`src/rtl/step_counter_pkg.sv`:
```
// Shared definitions for the counter family: mode encodings and a mode decoder.
package step_counter_pkg;

    typedef enum logic {
        WRAP     = 1'b0,
        SATURATE = 1'b1
    } count_mode_e;

    localparam int MODE_WRAP     = 0;
    localparam int MODE_SATURATE = 1;

    function automatic logic mode_is_saturate(input int mode);
        return (mode == int'(SATURATE));
    endfunction

endpackage

```
`src/rtl/inc_addsub.sv`:
```
// Combinational WIDTH-bit adder/subtractor; Co is the carry (add) or borrow (subtract).
module inc_addsub #(
    parameter int WIDTH = 4
) (
    input  logic [WIDTH-1:0] A,
    input  logic [WIDTH-1:0] B,
    input  logic             SUB,
    output logic [WIDTH-1:0] S,
    output logic             Co
);

    logic [WIDTH:0] w_res;

    // Zero-extended arithmetic so the top bit is carry on add and borrow on subtract.
    always_comb begin
        w_res = {(WIDTH+1){1'b0}};
        if (SUB) begin
            w_res = {1'b0, A} - {1'b0, B};
        end else begin
            w_res = {1'b0, A} + {1'b0, B};
        end
    end

    assign S  = w_res[WIDTH-1:0];
    assign Co = w_res[WIDTH];

endmodule

```
`src/rtl/step_counter.sv`:
```
// Loadable up/down counter with programmable step, wrap or saturate on overflow.
module step_counter
    import step_counter_pkg::*;
#(
    parameter int WIDTH = 4,
    parameter int SAT   = MODE_WRAP
) (
    input  logic             clk,
    input  logic             rst_n,
    input  logic             LD,
    input  logic [WIDTH-1:0] D,
    input  logic             EN,
    input  logic             DN,
    input  logic [WIDTH-1:0] STEP,
    output logic [WIDTH-1:0] Q,
    output logic             Co,
    output logic             SATD
);

    localparam logic L_SAT = mode_is_saturate(SAT);

    logic [WIDTH-1:0] r_q;
    logic             r_co;
    logic             r_satd;

    logic [WIDTH-1:0] w_sum;
    logic             w_ovf;
    logic             w_step_zero;
    logic [WIDTH-1:0] w_q_nxt;
    logic             w_co_nxt;
    logic             w_satd_nxt;

    inc_addsub #(
        .WIDTH (WIDTH)
    ) u_addsub (
        .A   (r_q),
        .B   (STEP),
        .SUB (DN),
        .S   (w_sum),
        .Co  (w_ovf)
    );

    assign w_step_zero = (STEP == {WIDTH{1'b0}});

    // Next-state selection: load beats enable; in saturate mode a step that
    // overflows while already pinned at the limit produces no new Co pulse.
    always_comb begin
        w_q_nxt    = r_q;
        w_co_nxt   = 1'b0;
        w_satd_nxt = r_satd;
        if (LD) begin
            w_q_nxt    = D;
            w_co_nxt   = 1'b0;
            w_satd_nxt = 1'b0;
        end else if (EN) begin
            if (L_SAT) begin
                if (w_ovf) begin
                    w_q_nxt    = DN ? {WIDTH{1'b0}} : {WIDTH{1'b1}};
                    w_co_nxt   = ~r_satd;
                    w_satd_nxt = 1'b1;
                end else if (w_step_zero) begin
                    w_q_nxt    = r_q;
                    w_co_nxt   = 1'b0;
                    w_satd_nxt = r_satd;
                end else begin
                    w_q_nxt    = w_sum;
                    w_co_nxt   = 1'b0;
                    w_satd_nxt = 1'b0;
                end
            end else begin
                w_q_nxt    = w_sum;
                w_co_nxt   = w_ovf;
                w_satd_nxt = 1'b0;
            end
        end else begin
            w_q_nxt    = r_q;
            w_co_nxt   = 1'b0;
            w_satd_nxt = r_satd;
        end
    end

    // All counter state lives here.
    always_ff @(posedge clk or negedge rst_n) begin
        if (!rst_n) begin
            r_q    <= {WIDTH{1'b0}};
            r_co   <= 1'b0;
            r_satd <= 1'b0;
        end else begin
            r_q    <= w_q_nxt;
            r_co   <= w_co_nxt;
            r_satd <= w_satd_nxt;
        end
    end

    assign Q    = r_q;
    assign Co   = r_co;
    assign SATD = r_satd;

endmodule
```
`config.mk`:
```
export PLATFORM = sky130hd
export DESIGN_NAME = step_counter
export DESIGN_NICKNAME = d
export VERILOG_FILES = /design/src/rtl/step_counter_pkg.sv /design/src/rtl/inc_addsub.sv /design/src/rtl/step_counter.sv
export SDC_FILE = /design/constraint.sdc
export NUM_CORES = 1
export LEC_CHECK = 0
export ABC_AREA = 1
export CAP_MARGIN = 20
export CORE_ASPECT_RATIO = 0.75
export CORE_MARGIN = 3
export CORE_UTILIZATION = 25
export CTS_BUF_LIST = sky130_fd_sc_hd__clkbuf_4 sky130_fd_sc_hd__clkbuf_8 sky130_fd_sc_hd__clkbuf_16
export CTS_CLUSTER_SIZE = 25
export DETAILED_ROUTE_END_ITERATION = 6
export GPL_TIMING_DRIVEN = 0
export PLACE_DENSITY_LB_ADDON = 0.3
export SLEW_MARGIN = 40
export SYNTH_ARGS = -nofsm -noshare
export SYNTH_HDL_FRONTEND = slang
export SYNTH_SLANG_ARGS = --single-unit
```
`constraint.sdc`:
```
create_clock -name clk -period 2 [get_ports clk]
set_clock_uncertainty 0.1 [all_clocks]
set_input_delay 0.3 -clock clk [delete_from_list [all_inputs] [get_ports clk]]
set_output_delay 0.3 -clock clk [all_outputs]
set_load 0.1 [all_outputs]
```
Yosys cells after proc, flatten, opt, wreduce, memory -nomap -nowiden
Cells that the tools add are included.
- $add $sub $neg: 2
- reductions and logical operators: 1
- multiplexer cells: 7
- operators by type and width (operator ; count):
    $mux 4 ; 2
    $add 4x4->5 ; 1
    $mux 5 ; 1
    $sub 4x4->5 ; 1
    $mux 1 ; 4
    $reduce_bool 2->1 ; 1
- word-level logic and storage cells: 13
- bits of input ports: 13
- output and inout port bits: 6
- register bits after elaboration: 6

Depth between registers and ports, before layout
Gate-level depths: netlist of the first run.
- word-level depth: 4
- mapped depth: 12
- mapped depth without buffers: 12

Cells and area by module
Synthesis of the first run repeated with hierarchy kept, for this count alone.
- cells, all modules: 74
- area total of the unflattened synthesis: 478.0 um^2
- by module, submodules not included (module ; cells each ; seq. area each (um^2) ; times used ; area an instance (um^2)):
    inc_addsub ; 47 ; 0.0 ; 1 ; 256.5
    step_counter ; 27 ; 125.1 ; 1 ; 221.5

Least setup slack after synthesis of the first run
No wires, ideal clock.
- kind: reg2reg
- start: reg r_q[0] (netlist: Q[0])
- end: reg r_co (netlist: Co)
- path slack: -0.214 ns
- cell stages (with the launch flop): 8
- required time: 1.827 ns
- period minus slack after synthesis: 2.214 ns
- library setup time: 0.073 ns
- data arrival time: 2.041 ns
- path buffers: 0
- cells stage by stage: dfrtp_1 inv_1 ha_1 fa_1 nand3b_1 nand2_1 nand2_1 a21oi_2
- cells in the longest elaborated chain, start to end: 4
- elaborated cells between the ends (all ways): 5
- those cells by class: 2 x add/sub; 3 x mux
- ends and longest elaborated chain (item ; line ; source):
    start, declared ; step_counter.sv:22 ; logic [WIDTH-1:0] r_q;
    start signal, assigned ; step_counter.sv:85 ; r_q <= {WIDTH{1'b0}};
    start signal, assigned ; step_counter.sv:89 ; r_q <= w_q_nxt;
    $add 4x4->5 / $sub 4x4->5 (equally long branches) ; inc_addsub.sv:20, inc_addsub.sv:18 ;
    $mux 5 (*) ; inc_addsub.sv:17 ; if (SUB) begin
    $mux 1 (*) ; step_counter.sv:55 ; end else if (EN) begin
    $mux 1 (*) ; step_counter.sv:51 ; if (LD) begin
    named net w_co_nxt ; step_counter.sv:30 ; logic w_co_nxt;
    end signal, assigned ; step_counter.sv:90 ; r_co <= w_co_nxt;
    end, declared ; step_counter.sv:23 ; logic r_co;
The timed path passes the listed nets; every way through them passes the cells marked *.
A chain may end at the register's enable or synchronous reset.

Final worst setup path of the first run
- start: in STEP[3]
- end: reg r_co (netlist: Co)
- cells in the longest elaborated chain, start to end: 4
- elaborated cells between the ends (all ways): 5
- those cells by class: 2 x add/sub; 3 x mux
- ends and longest elaborated chain (item ; line ; source):
    start, declared ; step_counter.sv:14 ; input logic [WIDTH-1:0] STEP,
    $add 4x4->5 / $sub 4x4->5 (equally long branches) ; inc_addsub.sv:20, inc_addsub.sv:18 ;
    $mux 5 (*) ; inc_addsub.sv:17 ;
    $mux 1 (*) ; step_counter.sv:55 ;
    $mux 1 (*) ; step_counter.sv:51 ;
    named net w_co_nxt ; step_counter.sv:30 ;
Marked as above.

==> results of run 1 <==
==> through the flow <==
stage | area [µm²] | TNS [ps]
CTS | 704.4 | 0
finish | 755.7 | 0
floorplan | 481.7 | 0
global route | 755.7 | 0
global placement | 679.4 | -1199
detailed placement | 654.4 | -1234
==> final timing paths <==
kind,to,slack (ps),depth (start not counted)
max,Co$_DFF_PN0_,360,9
min,Q[1]$_DFFE_PN0P_,180,1
max reg2reg,Co$_DFF_PN0_,440,7
min reg2reg,Q[0]$_DFFE_PN0P_,440,2
max in group asynchronous,Q[0]$_DFFE_PN0P_,1390,1
min in group clk,Q[0]$_DFFE_PN0P_,350,3
==> area by class of cell <==
cell class                      count  area [µm²]
Tap cell                           22       27.53
Multi-Input combinational cell     48       344.1
Fill cell                         191        1017
Clock buffer                        4       30.03
Inverter                           15       56.30
Sequential cell                     5       127.6
Buffer                              1       7.507
Timing Repair Buffer               18       162.7
==> cells by family (layout without fill, tap and decap cells) <==
kind of cell / count (synthesis) / in the layout / synth area share
simple gates: 28 / 28 / 0.2376
buf+inv: 16 / 38 / 0.1332
compound gates: 10 / 10 / 0.1331
fa+ha+maj: 6 / 6 / 0.1723
flops: 5 / 5 / 0.2611
xor+xnor: 3 / 3 / 0.05484
other cells: 1 / 1 / 0.007825
==> flip-flops by register name, summed over array words and instances, names as in the netlist <==
name	flops
Q	4
Co	1
==> cell usage in the layout (no fill, tap or decap) <==
cell type | netlist | routed
nand3b_1 | 1 | 1
conb_1 | 1 | 1
xor2_1 | 1 | 1
buf_2 | 0 | 5
xnor2_1 | 2 | 1
xnor2_2 | 0 | 1
o21ai_2 | 0 | 2
buf_4 | 1 | 2
ha_1 | 5 | 2
a21oi_1 | 2 | 1
inv_1 | 15 | 12
ha_4 | 0 | 2
clkbuf_4 | 0 | 4
a21oi_2 | 1 | 2
o211ai_1 | 2 | 2
ha_2 | 0 | 1
dfrtp_2 | 0 | 2
nand3_1 | 4 | 3
dfrtp_1 | 5 | 3
clkdlybuf4s50_1 | 0 | 8
nand3_2 | 0 | 1
dlymetal6s2s_1 | 0 | 4
o21ai_1 | 1 | 1
fa_2 | 0 | 1
nand2_1 | 18 | 18
a22oi_1 | 2 | 2
nor2_1 | 5 | 5
inv_2 | 0 | 3
==> power by group <==
part           internal (W)  switching [W]  total (W)  leakage [nW]
clock             0.0000893      0.0000463   0.000136        0.0184
combinational      0.000114       0.000221   0.000334         0.326
sequential         0.000117      0.0000160   0.000133        0.0597
total              0.000320       0.000283   0.000603         0.404
==> metal layers <==
layer / routed length, µm / track usage
met5: 0 / 0
met4: 10 / 0.02844
met3: 103 / 0.06548
met2: 477 / 0.1429
met1: 526 / 0.1306
==> repair_timing <==
item	CTS	global route
pin swaps	3	3
hold endpoints to repair	0	0
buffers inserted	1	0
cloned	0	0
gates resized for setup	6	12
endpoints found under the setup margin	3	3
==> impl_metrics.csv, run 1 <==
group,metric,value,unit
clock_network,clk_pin_slew,50,ps
die,die_h,43.92,µm
placed_design,routabilityCongestion,0.6905,
die,io_pins,19,
routing,drc,0,
critical_path,cpPeakStageDelay,490,ps
routing,via_per_inst,4.363,
critical_path,path_cells,"clkdlybuf4s50_1 -> xnor2_1 -> inv_1 -> ha_1 -> nand2_1 -> nand2_1 -> nor2_1 -> nand2_1 -> a21oi_2",
die,core,1773,µm²
critical_path,critPathMaxFanout,5,
synth,synth-warning-count,0,
global_routing,overflow,0,
cells_and_area,drive_above_1_share,0.2857,
synth,synth_top_cell_by_area,"dfrtp_1",
critical_path,critPathMostFrequentCell,"nand2_1",
synth,yosysUniqueCellTypes,18,
synth,synth_top_area_frac,0.2611,
synth,synthTopCellsByCount,"nand2_1, inv_1, dfrtp_1, ha_1, nor2_1",
pwr,p_per_area,797.8,nW/µm²
sta,max_freq,611.3,MHz
pwr,vdd_drop_max,0.4190,mV
critical_path,worst-endpoint-required,2080,ps
clock_network,clkLatencyLatePin,250,ps
routing,ant_nets,0,
job,max-cap-violations,0,
routing,vias,493,
sta,holdWs,183.9,ps
cells_and_area,nNetsFinal,111,
clock_network,numCtsBuffers,3,
synth,avgSynthCellArea,6.945,µm²
synth,syn-num-nets,88,
global_routing,grt_pass1_wl,1.883,mm
clock_network,h-tree-depth,1,
placed_design,dp_slack,-356.0,ps
placed_design,placed_cells,108,
critical_path,cpMaxStageDelayCell,"clkdlybuf4s50_1",
synth,syn_inst,69,
placed_design,dp_hpwl,870.5,µm
sta,maxSlewViolCount,0,
synth,ys_seq_area_frac,0.2611,
die,die_x,56.56,µm
cells_and_area,final_util,0.4263,
sta,setup_ws,364.1,ps
hold_path,hp-class,"input port to async pin",
clock_network,root_buffer,"clkbuf_4",
critical_path,cp-end-kind,"flip-flop",
pwr,p_total,0.0006029,W
sta,setup_violations,0,
clock_network,clockBufferDepth,2,
critical_path,path_class,"input port to flip-flop",
global_routing,grt_max_degree,7,
critical_path,crit_start,"STEP[3]",
global_routing,gr-usage-all-layers,0.1026,
synth,synth-edff-count,0,
placed_design,portBuffers,17,
critical_path,cp_top_family,"buffers and inverters",
synth,async_flop_share,1.000,
cells_and_area,num_antenna_cells,0,
routing,routed_wl,1.117,mm
synth,synth_area,479.2,µm²
routing,drt_iter0_drc,9,
cells_and_area,area_growth_syn_to_layout,57.70,%
die,fp.dieArea,2484,µm²
cells_and_area,final_cells,113,
global_routing,antenna_found_initial,0,
clock_network,cts_sinks,5,
routing,routedWlPerCell,9.885,µm
critical_path,worst_setup_path_start_kind,"input port",
die,rows,13,
clock_network,cts_tree,"built",
synth,yosysMostFrequentCell,"nand2_1",
routing,drtPass1Iterations,3,
synth,synthTopCellsByArea,"dfrtp_1, nand2_1, ha_1",
die,initial_utilization,0.2703,
clock_network,cts_hold_buf,0,
synth,synth-seq-cells,5,
sta,finalCriticalPeriod,1636,ps
outcome,status,"finished, final reports clean",
pwr,power_leakage,0.4044,nW
critical_path,critPathBufInv,2,
critical_path,cp.arrival,1710,ps
sta,period_share,0.8179,
global_routing,grt_pass1_vias,450,
synth,ys.flop_type,"dfrtp_1",
sta,hold_viol_final,0,
sta,rsz0062_at_grt,"no",
critical_path,r2r_start,"Q[0]$_DFFE_PN0P_",
(Power assumes the default switching activity.)
==> inputs of run 2 (changes only) <==
clock period = 1.5 ns   (was 2 ns; I/O delays follow)
==> run 2 against run 1 <==
Net effect: the flow now finishes with violations (negative setup slack); global-route usage increased by 0.47 points; via count increased by 0.41%; sequential share of layout area increased by 0.63 points; worst setup slack got worse by 410 ps; count of clock-buffer cells in the layout unchanged; cell count unchanged; die area unchanged; first-iteration DRC count increased by 22%; clock power increased by 33%; combinational power increased by 38%; highest routed layer unchanged.
==> impl_metrics.csv, run 2 (same netlist as run 1, synthesis figures left out) <==
group,metric,value,unit
critical_path,critPathMaxFanout,3,
sta,max_freq,645.9,MHz
routing,ant_nets,0,
sta,maxSlewViolCount,0,
sta,setup_ws,-48.20,ps
clock_network,clockBufferDepth,2,
critical_path,cp.arrival,1620,ps
clock_network,h-tree-depth,1,
pwr,power_leakage,0.3683,nW
global_routing,grt_pass1_vias,442,
clock_network,cts_hold_buf,0,
die,die_h,43.92,µm
sta,finalCriticalPeriod,1548,ps
pwr,p_per_area,1051,nW/µm²
clock_network,cts_sinks,5,
global_routing,grt_max_degree,7,
placed_design,portBuffers,17,
routing,drtPass1Iterations,3,
placed_design,routabilityCongestion,0.7919,
cells_and_area,largest_register_ffs,4,
routing,routedWlPerCell,10.70,µm
sta,holdWs,111.3,ps
cells_and_area,fillCellCount,189,
critical_path,cpMaxStageDelayCell,"dfrtp_4",
global_routing,grt_pass1_wl,1.987,mm
cells_and_area,layout_commonest_cell,"nand2_1",
die,core,1773,µm²
cells_and_area,fin_area,785.8,µm²
sta,period_share,1.032,
critical_path,worst_setup_path_start_kind,"flip-flop",
global_routing,overflow,0,
die,initial_utilization,0.2703,
routing,vias,495,
critical_path,path_cells,"inv_2 -> ha_4 -> fa_2 -> nand3b_1 -> nand2_1 -> nand2_1 -> a21oi_2",
cells_and_area,drive_above_1_share,0.3626,
critical_path,critPathMostFrequentCell,"nand2_1",
critical_path,cp-end-kind,"flip-flop",
clock_network,clkLatencyLatePin,250,ps
die,io_pins,19,
routing,drt_iter0_drc,11,
sta,hold_viol_final,0,
outcome,violations,"negative setup slack",
hold_path,hp-class,"input port to async pin",
critical_path,r2r_start,"Q[0]$_DFFE_PN0P_",
cells_and_area,num_antenna_cells,0,
critical_path,crit_start,"Q[0]$_DFFE_PN0P_",
critical_path,path_class,"flip-flop to flip-flop",
routing,drc,0,
placed_design,placed_area,721.9,µm²
critical_path,worst-endpoint-required,1580,ps
cells_and_area,nNetsFinal,111,
placed_design,dp_hpwl,1.019,mm
routing,via_per_inst,4.381,
cells_and_area,final_cell_mix,"nand2_1, inv_1, clkdlybuf4s50_1, nor2_1, buf_2",
die,fp.dieArea,2484,µm²
routing,routed_wl,1.209,mm
sta,setup_violations,2,
die,die_x,56.56,µm
clock_network,numCtsBuffers,3,
global_routing,gr-usage-all-layers,0.1073,
sta,rsz0062_at_grt,"yes",
clock_network,cts_tree,"built",
die,rows,13,
pwr,vdd_drop_max,0.6926,mV
critical_path,cpPeakStageDelay,410,ps
clock_network,clk_pin_slew,50,ps
global_routing,antenna_found_initial,0,
clock_network,root_buffer,"clkbuf_4",
outcome,status,"finished, violations left",
cells_and_area,area_growth_syn_to_layout,63.97,%
job,max-cap-violations,0,
-- run 2: cell types whose count changed in the layout (fill, tap and decap cells not counted), sizes merged --
cell and change:
buf +2, clkbuf +1, dlygate4sd2 +1, dlymetal6s2s -4
-- run 2: path summary, 6_finish.rpt --
| check | end | slack [ps] | cells after the start |
|---|---|---|---|
| worst max-delay path | Co$_DFF_PN0_ | -50 | 7 |
| worst min-delay path | Q[2]$_DFFE_PN0P_ | 110 | 1 |
| worst max register to register | Co$_DFF_PN0_ | -50 | 7 |
| worst min register to register | Q[3]$_DFFE_PN0P_ | 460 | 2 |
| max in group asynchronous | Q[1]$_DFFE_PN0P_ | 960 | 1 |
| min in group clk | Co$_DFF_PN0_ | 260 | 4 |
-- run 2: per-layer routing --
metal / share of wire / vias to the layer above / global-route usage / routed length, µm
li1: - / 260 / - / -
met1: 0.49 / 222 / 0.1436 / 588
met2: 0.44 / 11 / 0.1521 / 538
met3: 0.061 / 2 / 0.05357 / 74
met4: 0.0058 / 0 / 0.02844 / 7
met5: 0 / - / 0 / 0
-- run 2: worst max-delay path, delay by kind of cell (launching register included) --
kind	cells	cell delay [ps]
simple gates	3	300
flops	1	410
fa+ha+maj	2	500
buf+inv	1	50
compound gates	1	120
-- run 2: where the power goes --
group	internal, W	switching (W)
Combinational	0.000157	0.000303
Clock	0.000119	0.0000619
Sequential	0.000163	0.0000208
Total	0.000440	0.000386
-- run 2: cell type report --
type,instances,area (µm²),share of cell area
inverters,15,76.32,0.09713
repair buffers,18,141.4,0.1799
plain buffers,1,7.507,0.009554
flip-flops and latches,5,137.6,0.1752
clock buffers,4,30.03,0.03822
multi-input cells,48,365.4,0.4650
well taps,22,27.53,0.03503
-- run 2: stage by stage --
stage / instances / power [W] / worst slack (ps) / TNS [ps] / util
after floorplan: 69 / 0.0005155 / -227.7 / -516.3 / -
after global placement: 108 / 0.0006280 / -770.0 / -4492 / 0.4213
after detailed placement: 108 / 0.0006196 / -802.6 / -2909 / 0.4072
after CTS: 113 / 0.0008275 / -49.53 / -73.40 / 0.4418
after global routing: 113 / 0.0008800 / -124.8 / -266.0 / 0.4432
final: 113 / 0.0008256 / -48.20 / -74.59 / 0.4432
-- run 2: timing repair --
item                       in CTS  in global routing
buffers inserted                1                  0
pin swaps                       2                  2
setup endpoints to repair       4                  4
gates resized for setup        17                  4
==> inputs of run 3 (changes only) <==
clock period = 1.6 ns   (was 1.5 ns; I/O delays follow)
==> run 3 against run 2 <==
Net effect: the flow now finishes without violations; die area unchanged; clock power decreased by 9%; combinational power decreased by 8.5%; critical endpoint is now Q[3]$_DFFE_PN0P_; routed wire length decreased by 8.8%.
==> impl_metrics.csv, run 3 (same netlist as run 1, synthesis figures left out) <==
group,metric,value,unit
placed_design,portBuffers,17,
clock_network,cts_sinks,5,
cells_and_area,final_cell_mix,"nand2_1, inv_1, clkdlybuf4s50_1, nor2_1, buf_2",
pwr,switchingPower,0.0003491,W
critical_path,cp.arrival,1670,ps
routing,drc,0,
critical_path,worst-endpoint-required,1680,ps
critical_path,crit_end,"Q[3]$_DFFE_PN0P_",
cells_and_area,final_util,0.4277,
critical_path,crit_start,"STEP[1]",
routing,routedWlPerCell,9.675,µm
cells_and_area,area_growth_syn_to_layout,58.22,%
pwr,vdd_drop_max,0.7465,mV
clock_network,clkLatencyLatePin,240,ps
pwr,swShare,0.4626,
critical_path,reg2reg_to,"Co$_DFF_PN0_",
global_routing,grt_max_degree,7,
placed_design,placed_cells,108,
clock_network,cts_hold_buf,0,
pwr,power_frac_clock,0.218,
cells_and_area,num_antenna_cells,0,
routing,via_per_inst,4.491,
routing,vias,512,
clock_network,root_buffer,"clkbuf_4",
sta,max_freq,626.0,MHz
pwr,combPwrFrac,0.559,
critical_path,critPathMaxFanout,5,
sta,maxSlewViolCount,0,
clock_network,clockBufferDepth,2,
die,initial_utilization,0.2703,
hold_path,hp-class,"input port to async pin",
critical_path,r2r_start,"Q[0]$_DFFE_PN0P_",
routing,routed_wl,1.103,mm
placed_design,dp_slack,-688.5,ps
critical_path,r2r_slack,10,ps
pwr,power.share.sequential,0.223,
pwr,p_total,0.0007547,W
clock_network,cts_tree,"built",
cells_and_area,nNetsFinal,112,
routing,ant_nets,0,
global_routing,antenna_found_initial,0,
cells_and_area,largest_register_ffs,4,
sta,period_share,0.9984,
die,die_h,43.92,µm
global_routing,overflow,0,
die,rows,13,
global_routing,grt_pass1_wl,2.007,mm
die,io_pins,19,
pwr,p_per_area,995.3,nW/µm²
die,core,1773,µm²
routing,drt_iter0_drc,5,
pwr,power.internal,0.0004056,W
sta,rsz0062_at_grt,"yes",
clock_network,numCtsBuffers,3,
sta,setup_ws,2.482,ps
die,die_x,56.56,µm
sta,setup_violations,0,
critical_path,ff2ff_path_depth,7,
routing,drtPass1Iterations,3,
sta,finalSetupTns,0,ps
clock_network,h-tree-depth,1,
critical_path,worst_setup_path_start_kind,"input port",
sta,hold_viol_final,0,
cells_and_area,final_cells,114,
cells_and_area,drive_above_1_share,0.3587,
cells_and_area,layout_commonest_cell,"nand2_1",
outcome,status,"finished, final reports clean",
job,max-cap-violations,0,
critical_path,path_class,"input port to flip-flop",
placed_design,dp_hpwl,933.7,µm
cells_and_area,fillCellCount,186,
pwr,power_leakage,0.3699,nW
placed_design,routabilityCongestion,0.7400,
die,fp.dieArea,2484,µm²
clock_network,clk_pin_slew,40,ps
sta,finalCriticalPeriod,1598,ps
critical_path,cp-end-kind,"flip-flop",
global_routing,gr-usage-all-layers,0.1069,
global_routing,grt_pass1_vias,502,
## run 3: cell types whose count changed in the layout (fill, tap and decap cells not counted), sizes merged
cell	previous run	this run
dlygate4sd2	1	0
clkdlybuf4s15	0	3
buf	9	8
## run 3: worst max-delay path, cell delays in order
cell,delay [ps]
clkdlybuf4s15_2,190
inv_2,50
ha_4,160
xnor2_2,120
o21ai_1,160
ha_2,330
a21oi_2,160
nand2_1,70
nand2_1,60
nand3_1,70
nand2_1,60
## run 3: power by group through the flow
stage          clock, W  sequential (W)  combinational (W)
6_report       0.000164        0.000168           0.000422
5_1_grt        0.000182        0.000171           0.000460
2_1_floorplan         0        0.000301           0.000156
3_5_place_dp          0        0.000168           0.000378
4_1_cts        0.000168        0.000168           0.000415
3_3_place_gp          0        0.000170           0.000388
## run 3: area by class of cell
cell class	instances	area [µm²]	area share
timing repair buffer	19	161.4	0.2129
inverter	15	56.30	0.07426
sequential	5	135.1	0.1782
buffer	1	7.507	0.009901
clock buffer	4	30.03	0.03960
tap	22	27.53	0.03630
multi-input combinational	48	340.3	0.4488
## run 3: worst min-delay path by stage
stage                      from                to  slack [ps]
after floorplan           rst_n      Co$_DFF_PN0_        -160
after global placement    rst_n  Q[0]$_DFFE_PN0P_         390
after detailed placement  rst_n  Q[0]$_DFFE_PN0P_         380
after CTS                 rst_n  Q[0]$_DFFE_PN0P_         120
after global routing      rst_n      Co$_DFF_PN0_         120
final                     rst_n  Q[0]$_DFFE_PN0P_         120
## run 3: layer usage
| layer | up-vias | wire length, µm | GRT usage | share of wire |
|---|---|---|---|---|
| li1 | 261 | - | - | - |
| met3 | 4 | 59 | 0.06250 | 0.053 |
| met2 | 11 | 526 | 0.1590 | 0.48 |
| met1 | 236 | 496 | 0.1319 | 0.45 |
| met4 | 0 | 21 | 0.02844 | 0.019 |
| met5 | - | 0 | 0 | 0 |
## run 3: repair_timing
item | CTS | global route
pin swaps | 7 | 0
cloned | 0 | 0
resized for setup | 18 | 6
setup endpoints to repair | 4 | 3
setup buffers | 2 | 0
## run 3: metrics by stage
| stage | instance area [µm²] | hold WS, ps |
|---|---|---|
| final | 758.2 | 121.3 |
| after global routing | 758.2 | 122.1 |
| after CTS | 755.7 | 122.2 |
| after detailed placement | 666.9 | 383.6 |
| after global placement | 691.9 | 387.7 |
| after floorplan | 494.2 | -155.6 |
